===== config.mk =====
export PLATFORM = sky130hd
export DESIGN_NAME = match_scoreboard_flat
export DESIGN_NICKNAME = d
export VERILOG_FILES = /design/src/rtl/match_scoreboard_if.sv /design/src/rtl/match_scoreboard.sv /design/src/flat_wrapper.sv
export SDC_FILE = /design/constraint.sdc
export NUM_CORES = 1
export LEC_CHECK = 0
export CAP_MARGIN = 40
export CORE_MARGIN = 2
export CORE_UTILIZATION = 58
export DETAILED_ROUTE_END_ITERATION = 6
export PLACE_DENSITY = 0.77
export SLEW_MARGIN = 20
export SYNTH_ARGS = -nofsm -noshare
export SYNTH_HDL_FRONTEND = slang
export SYNTH_SLANG_ARGS = --single-unit

===== constraint.sdc =====
create_clock -name basys3_clk -period 2.5 [get_ports basys3_clk]
set_input_delay 0.25 -clock basys3_clk [delete_from_list [all_inputs] [get_ports basys3_clk]]
set_output_delay 0.25 -clock basys3_clk [all_outputs]
set_load 0.01 [all_outputs]

===== src/rtl/match_scoreboard_if.sv =====
// Point/start request inputs and score/status outputs of the match scoreboard.
// The controller takes the slave side; the stimulus or upstream logic takes the master side.
interface match_scoreboard_if;
   logic       point_p1;
   logic       point_p2;
   logic       start_btn;
   logic [2:0] score1;
   logic [2:0] score2;
   logic       in_play;
   logic       game_over;
   logic [1:0] winner;
   logic       point_strobe;

   modport master (
      output point_p1, point_p2, start_btn,
      input  score1, score2, in_play, game_over, winner, point_strobe
   );

   modport slave (
      input  point_p1, point_p2, start_btn,
      output score1, score2, in_play, game_over, winner, point_strobe
   );
endinterface


===== src/rtl/match_scoreboard.sv =====
// Two-player match controller: synchronises point/start requests, runs IDLE/PLAY/OVER,
// and holds the scores, winner and a shared lockout/hold down-counter.
module match_scoreboard #(
   parameter int WIN_SCORE   = 5,
   parameter int LOCK_CYCLES = 100_000_000,
   parameter int HOLD_CYCLES = 300_000_000,
   parameter int CNT_W       = 29
) (
   input  logic              basys3_clk,
   input  logic              reset_n,
   match_scoreboard_if.slave bus
);

   typedef enum logic [1:0] {
      IDLE = 2'd0,
      PLAY = 2'd1,
      OVER = 2'd2
   } state_t;

   localparam logic [2:0]       WIN       = 3'(WIN_SCORE);
   localparam logic [CNT_W-1:0] LOCK_LOAD = CNT_W'(LOCK_CYCLES - 1);
   localparam logic [CNT_W-1:0] HOLD_LOAD = CNT_W'(HOLD_CYCLES - 1);

   // Bit 0 = point_p1, bit 1 = point_p2, bit 2 = start_btn.
   logic [2:0] raw, sync1, sync2, sync3, edges;

   state_t           state, state_n;
   logic [2:0]       score1_q, score1_n, score2_q, score2_n;
   logic [1:0]       winner_q, winner_n;
   logic             strobe_q, strobe_n;
   logic [CNT_W-1:0] cnt, cnt_n;

   assign raw   = {bus.start_btn, bus.point_p2, bus.point_p1};
   assign edges = sync2 & ~sync3;

   // NOTE: registers use non-blocking assignments so every flop samples the pre-edge values.
   always_ff @(posedge basys3_clk or negedge reset_n) begin
      if (!reset_n) begin
         sync1 <= '0;
         sync2 <= '0;
         sync3 <= '0;
      end else begin
         sync1 <= raw;
         sync2 <= sync1;
         sync3 <= sync2;
      end
   end

   // NOTE: every next-value signal gets a default before the case, so no latch is inferred.
   always_comb begin
      state_n  = state;
      score1_n = score1_q;
      score2_n = score2_q;
      winner_n = winner_q;
      strobe_n = 1'b0;
      cnt_n    = (cnt != '0) ? cnt - CNT_W'(1) : cnt;

      case (state)
         IDLE: begin
            score1_n = '0;
            score2_n = '0;
            winner_n = 2'b00;
            if (edges[2]) begin
               state_n = PLAY;
               cnt_n   = '0;
            end
         end
         PLAY: begin
            // Simultaneous edges are a conflict and award nothing.
            if (cnt == '0 && (edges[0] ^ edges[1])) begin
               strobe_n = 1'b1;
               cnt_n    = LOCK_LOAD;
               if (edges[0]) begin
                  score1_n = score1_q + 3'd1;
                  if (score1_n == WIN) begin
                     state_n  = OVER;
                     winner_n = 2'b01;
                     cnt_n    = HOLD_LOAD;
                  end
               end else begin
                  score2_n = score2_q + 3'd1;
                  if (score2_n == WIN) begin
                     state_n  = OVER;
                     winner_n = 2'b10;
                     cnt_n    = HOLD_LOAD;
                  end
               end
            end
         end
         OVER: begin
            if (edges[2] && cnt == '0) begin
               state_n  = PLAY;
               score1_n = '0;
               score2_n = '0;
               winner_n = 2'b00;
            end
         end
         default: begin
            state_n  = IDLE;
            score1_n = '0;
            score2_n = '0;
            winner_n = 2'b00;
            cnt_n    = '0;
         end
      endcase
   end

   always_ff @(posedge basys3_clk or negedge reset_n) begin
      if (!reset_n) begin
         state    <= IDLE;
         score1_q <= '0;
         score2_q <= '0;
         winner_q <= 2'b00;
         strobe_q <= 1'b0;
         cnt      <= '0;
      end else begin
         state    <= state_n;
         score1_q <= score1_n;
         score2_q <= score2_n;
         winner_q <= winner_n;
         strobe_q <= strobe_n;
         cnt      <= cnt_n;
      end
   end

   assign bus.score1       = score1_q;
   assign bus.score2       = score2_q;
   assign bus.winner       = winner_q;
   assign bus.point_strobe = strobe_q;
   assign bus.in_play      = (state == PLAY);
   assign bus.game_over    = (state == OVER);

endmodule


===== src/flat_wrapper.sv =====
// flat-port wrapper written by rule: the top's interface ports become plain ports
module match_scoreboard_flat 
#(
   parameter int WIN_SCORE   = 5,
   parameter int LOCK_CYCLES = 100_000_000,
   parameter int HOLD_CYCLES = 300_000_000,
   parameter int CNT_W       = 29
)
  (basys3_clk, reset_n, bus_point_p1, bus_point_p2, bus_start_btn, bus_score1, bus_score2, bus_in_play, bus_game_over, bus_winner, bus_point_strobe);
  match_scoreboard_if bus_i ();
  input  logic basys3_clk;
  input  logic reset_n;
  input wire logic [$bits(bus_i.point_p1)-1:0] bus_point_p1;
  input wire logic [$bits(bus_i.point_p2)-1:0] bus_point_p2;
  input wire logic [$bits(bus_i.start_btn)-1:0] bus_start_btn;
  output wire logic [$bits(bus_i.score1)-1:0] bus_score1;
  output wire logic [$bits(bus_i.score2)-1:0] bus_score2;
  output wire logic [$bits(bus_i.in_play)-1:0] bus_in_play;
  output wire logic [$bits(bus_i.game_over)-1:0] bus_game_over;
  output wire logic [$bits(bus_i.winner)-1:0] bus_winner;
  output wire logic [$bits(bus_i.point_strobe)-1:0] bus_point_strobe;
  assign bus_i.point_p1 = bus_point_p1;
  assign bus_i.point_p2 = bus_point_p2;
  assign bus_i.start_btn = bus_start_btn;
  assign bus_score1 = bus_i.score1;
  assign bus_score2 = bus_i.score2;
  assign bus_in_play = bus_i.in_play;
  assign bus_game_over = bus_i.game_over;
  assign bus_winner = bus_i.winner;
  assign bus_point_strobe = bus_i.point_strobe;
  match_scoreboard #(.WIN_SCORE(WIN_SCORE), .LOCK_CYCLES(LOCK_CYCLES), .HOLD_CYCLES(HOLD_CYCLES), .CNT_W(CNT_W)) u_core (.basys3_clk(basys3_clk), .reset_n(reset_n), .bus(bus_i));
endmodule

==> flow_summary.json, run 1 <==
{
  "status": "complete, no violations",
  "use_met2": 0.350,
  "dieHeight_um": 69.7,
  "crit_type": "flop to flop",
  "start_util": 0.612,
  "clk_path_buf_depth": 2,
  "rsz0062_at_grt": "no",
  "drc": 0,
  "post-route-util": 0.707,
  "grt_pass1_vias": 1873,
  "hpwl_um": 3750,
  "wl_per_cell_um": 16.1,
  "grt_use_total": 0.237,
  "cpPeakStageDelay_ns": 0.56,
  "worstPathRequired_ns": 2.69,
  "top_level_ports": 16,
  "synth-async-reset-ratio": 1.00,
  "path_common_cell": "or4_4",
  "crit_buf_inv": 0,
  "netlist_instances": 257,
  "synth.largest_area_cell": "dfrtp_1",
  "setup_viol": 0,
  "hold_path_class": "input pin to async pin",
  "die_w_um": 69.7,
  "yosysSeqAreaShare": 0.490,
  "cap_viol_max_count": 0,
  "drtPass1Iterations": 5,
  "clock_latency_ns": 0.31,
  "synth_mux_area_frac": 0.00400,
  "skew_ns": 0.0123,
  "crit_slowest_cell": "or4_4",
  "fin_tns_setup_ns": 0,
  "yosys.area.top_type_share": 0.490,
  "globalRouteMet1Util": 0.356,
  "area_growth_pct": 15.5,
  "synth_top_family_by_area": "simple AND/OR/NAND/NOR gates",
  "fin_crit_sh": 0.952,
  "slew_headroom": 0.675,
  "cts_sinks": 49,
  "clkTransAtPathRegs_ns": 0.09,
  "coreArea_sq_mm": 0.00409,
  "avgSynthCellArea_sq_um": 9.73,
  "yosysWarnings": 0,
  "fin_area_sq_mm": 0.00289,
  "start_kind": "flop",
  "placed_cell_area_sq_mm": 0.00276,
  "synthXorXnorAreaFrac": 0.0911,
  "first_iter_violations": 198,
  "die-area_sq_mm": 0.00485,
  "viasPerCell": 5.97,
  "place_congestion": 0.893,
  "grt_most_used_layer": "met1",
  "n_antenna_cell": 0,
  "nNetsFinal": 293,
  "ys_seq_elements": 49,
  "synth-edff-count": 0,
  "cts_root_buf": "clkbuf_8",
  "drive_gt1_frac": 0.106,
  "fin_ws_ns": 0.120,
  "wirelength_um": 5360,
  "synth_nets": 268,
  "cts_made_buffers": 5,
  "grt_overflow_total": 0,
  "worstMarginPinSlew_ns": 0.483,
  "netlist_area_sq_mm": 0.00250,
  "synth_fa_ha_area_frac": 0.0300,
  "post-cts-setup-buffers": 0,
  "slew_violations": 0,
  "synth_compound_area_frac": 0.125,
  "leakage_nw": 1.29,
  "multi_input_area_sq_mm": 0.00121,
  "grt_max_degree": 41,
  "hold_violations": 0,
  "arrival_ns": 2.57,
  "fillers": 310,
  "yosys.cell_types.count": 45,
  "io_buffers": 15,
  "final-seq-area_sq_mm": 0.00123,
  "grt_pass1_wl_um": 9160,
  "synth-simple-area-share": 0.230,
  "gr-usage-met3": 0.0523,
  "power.density_mw_per_mm2": 950,
  "crit_path_end_kind": "flop",
  "max-vdd-ir-drop_mv": 0.670,
  "fmax_mhz": 420,
  "synth_area_leaders": "dfrtp_1 (49%), xor2_1 (8.8%), o21ai_0 (3.8%), nor2_1 (3.5%), a21oi_1 (3.2%)",
  "finalPower_mw": 2.74,
  "cp_cell_sequence": "or4_4 > or4_4 > or4_4 > xor2_1 > a21oi_2",
  "min_period_ns": 2.38,
  "path_delay_family": "simple AND/OR/NAND/NOR gates",
  "dp_slack_ns": 0.161,
  "cts_tree": "yes",
  "grt_antenna_before_repair": 0,
  "synthFlopType": "dfrtp_1",
  "ant_nets": 0,
  "crit_path_max_fanout": 4,
  "ctsHtreeMaxLevel": 2,
  "placementRows": 23,
  "vias": 1987
}
==> flip-flops by register name (all words and copies together), names as in the netlist <==
| signal | count |
|---|---|
| u_core.bus.winner | 2 |
| u_core.cnt | 29 |
| u_core.bus.score1 | 3 |
| u_core.sync1 | 3 |
| u_core.state | 2 |
| u_core.bus.point_strobe | 1 |
| u_core.sync3 | 3 |
| u_core.sync2 | 3 |
| u_core.bus.score2 | 3 |
==> kinds of logic after synthesis <==
| logic type | count (synthesis) |
|---|---|
| multiplexers | 1 |
| XOR/XNOR | 26 |
| adder cells (fa/ha/maj) | 6 |
| flip-flops | 49 |
| AND/OR/NAND/NOR | 103 |
| buffers and inverters | 19 |
| AO/OA/AOI/OAI | 53 |
==> cells in the final DEF (no fill, tap or decap), drive strengths merged, types with 6 or more instances in the layout <==
master / synthesis / routed
ha: 6 / 6
nand4: 10 / 10
buf: 1 / 12
clkdlybuf4s50: 0 / 14
nand2: 15 / 15
nand2b: 7 / 7
nand3: 15 / 15
or4: 8 / 8
o21ai: 20 / 20
clkbuf: 8 / 7
inv: 10 / 10
nor2: 25 / 25
a21oi: 17 / 17
xor2: 25 / 25
dfrtp: 49 / 49
nor3: 6 / 6
==> power by group <==
group	internal, mW	switching, mW	total (mW)	leakage (nW)
logic	0.412	0.515	0.927	0.603
clock network	0.326	0.259	0.586	0.0585
registers	1.01	0.217	1.23	0.628
==> cell usage after synthesis (all sizes together) (2+ instances only) <==
cell	count
nor2b	2
xor2	25
a21oi	17
o21ai	20
nand4	10
nand3	15
and3	2
ha	6
o31ai	3
nor3	6
and2	2
nand2	15
a211o	2
a211oi	2
o2bb2ai	2
a31oi	2
clkbuf	8
inv	10
o21a	2
nor2	25
or4	8
nor4	2
nand4b	3
dfrtp	49
nand2b	7
==> repair_timing <==
| action | 4_1_cts | 5_1_grt |
|---|---|---|
| gates resized for setup | 0 | 1 |
| endpoints found under the hold margin | 9 | 0 |
| hold buffers | 1 | 0 |
| setup endpoints to repair | 0 | 1 |
==> layer usage <==
| layer | vias up | wire [um] |
|---|---|---|
| li1 | 961 | - |
| met1 | 964 | 2630 |
| met2 | 57 | 2410 |
| met3 | 5 | 263 |
| met4 | 0 | 45 |
| met5 | - | 0 |
==> area by class of cell <==
cell class | count | share of cell area
tap | 50 | 0.0217
timing repair buffer | 27 | 0.0823
inverter | 10 | 0.0130
multi-input combinational | 189 | 0.418
clock inverter | 1 | 0.0104
sequential | 49 | 0.425
clock buffer | 7 | 0.0299
==> per-stage QoR <==
stage          instances  hold WS, ns
2_1_floorplan        257      -0.0456
3_3_place_gp         324        0.115
4_1_cts              333        0.321
3_5_place_dp         324        0.118
5_1_grt              333        0.346
6_report             333        0.326
==> path summary, 6_finish.rpt <==
kind | from | end | slack (ns) | cells past startpoint
worst max register to register | u_core.cnt[17] | u_core.cnt[26] | 0.12 | 5
worst min-delay path | reset_n | u_core.sync2[0] | 0.33 | 2
max in group asynchronous | reset_n | u_core.cnt[8] | 1.41 | 3
worst max-delay path | u_core.cnt[17] | u_core.cnt[26] | 0.12 | 5
min in group basys3_clk | u_core.sync1[0] | u_core.sync2[0] | 0.36 | 0
worst min register to register | u_core.sync1[0] | u_core.sync2[0] | 0.36 | 0
Note: power is estimated with default switching activity, not from simulation.
==> run 2: changes to the inputs <==
- CAP_MARGIN: 40 -> default
==> results of run 2 <==
Final layout, timing and power as in run 1 (identical DEF).
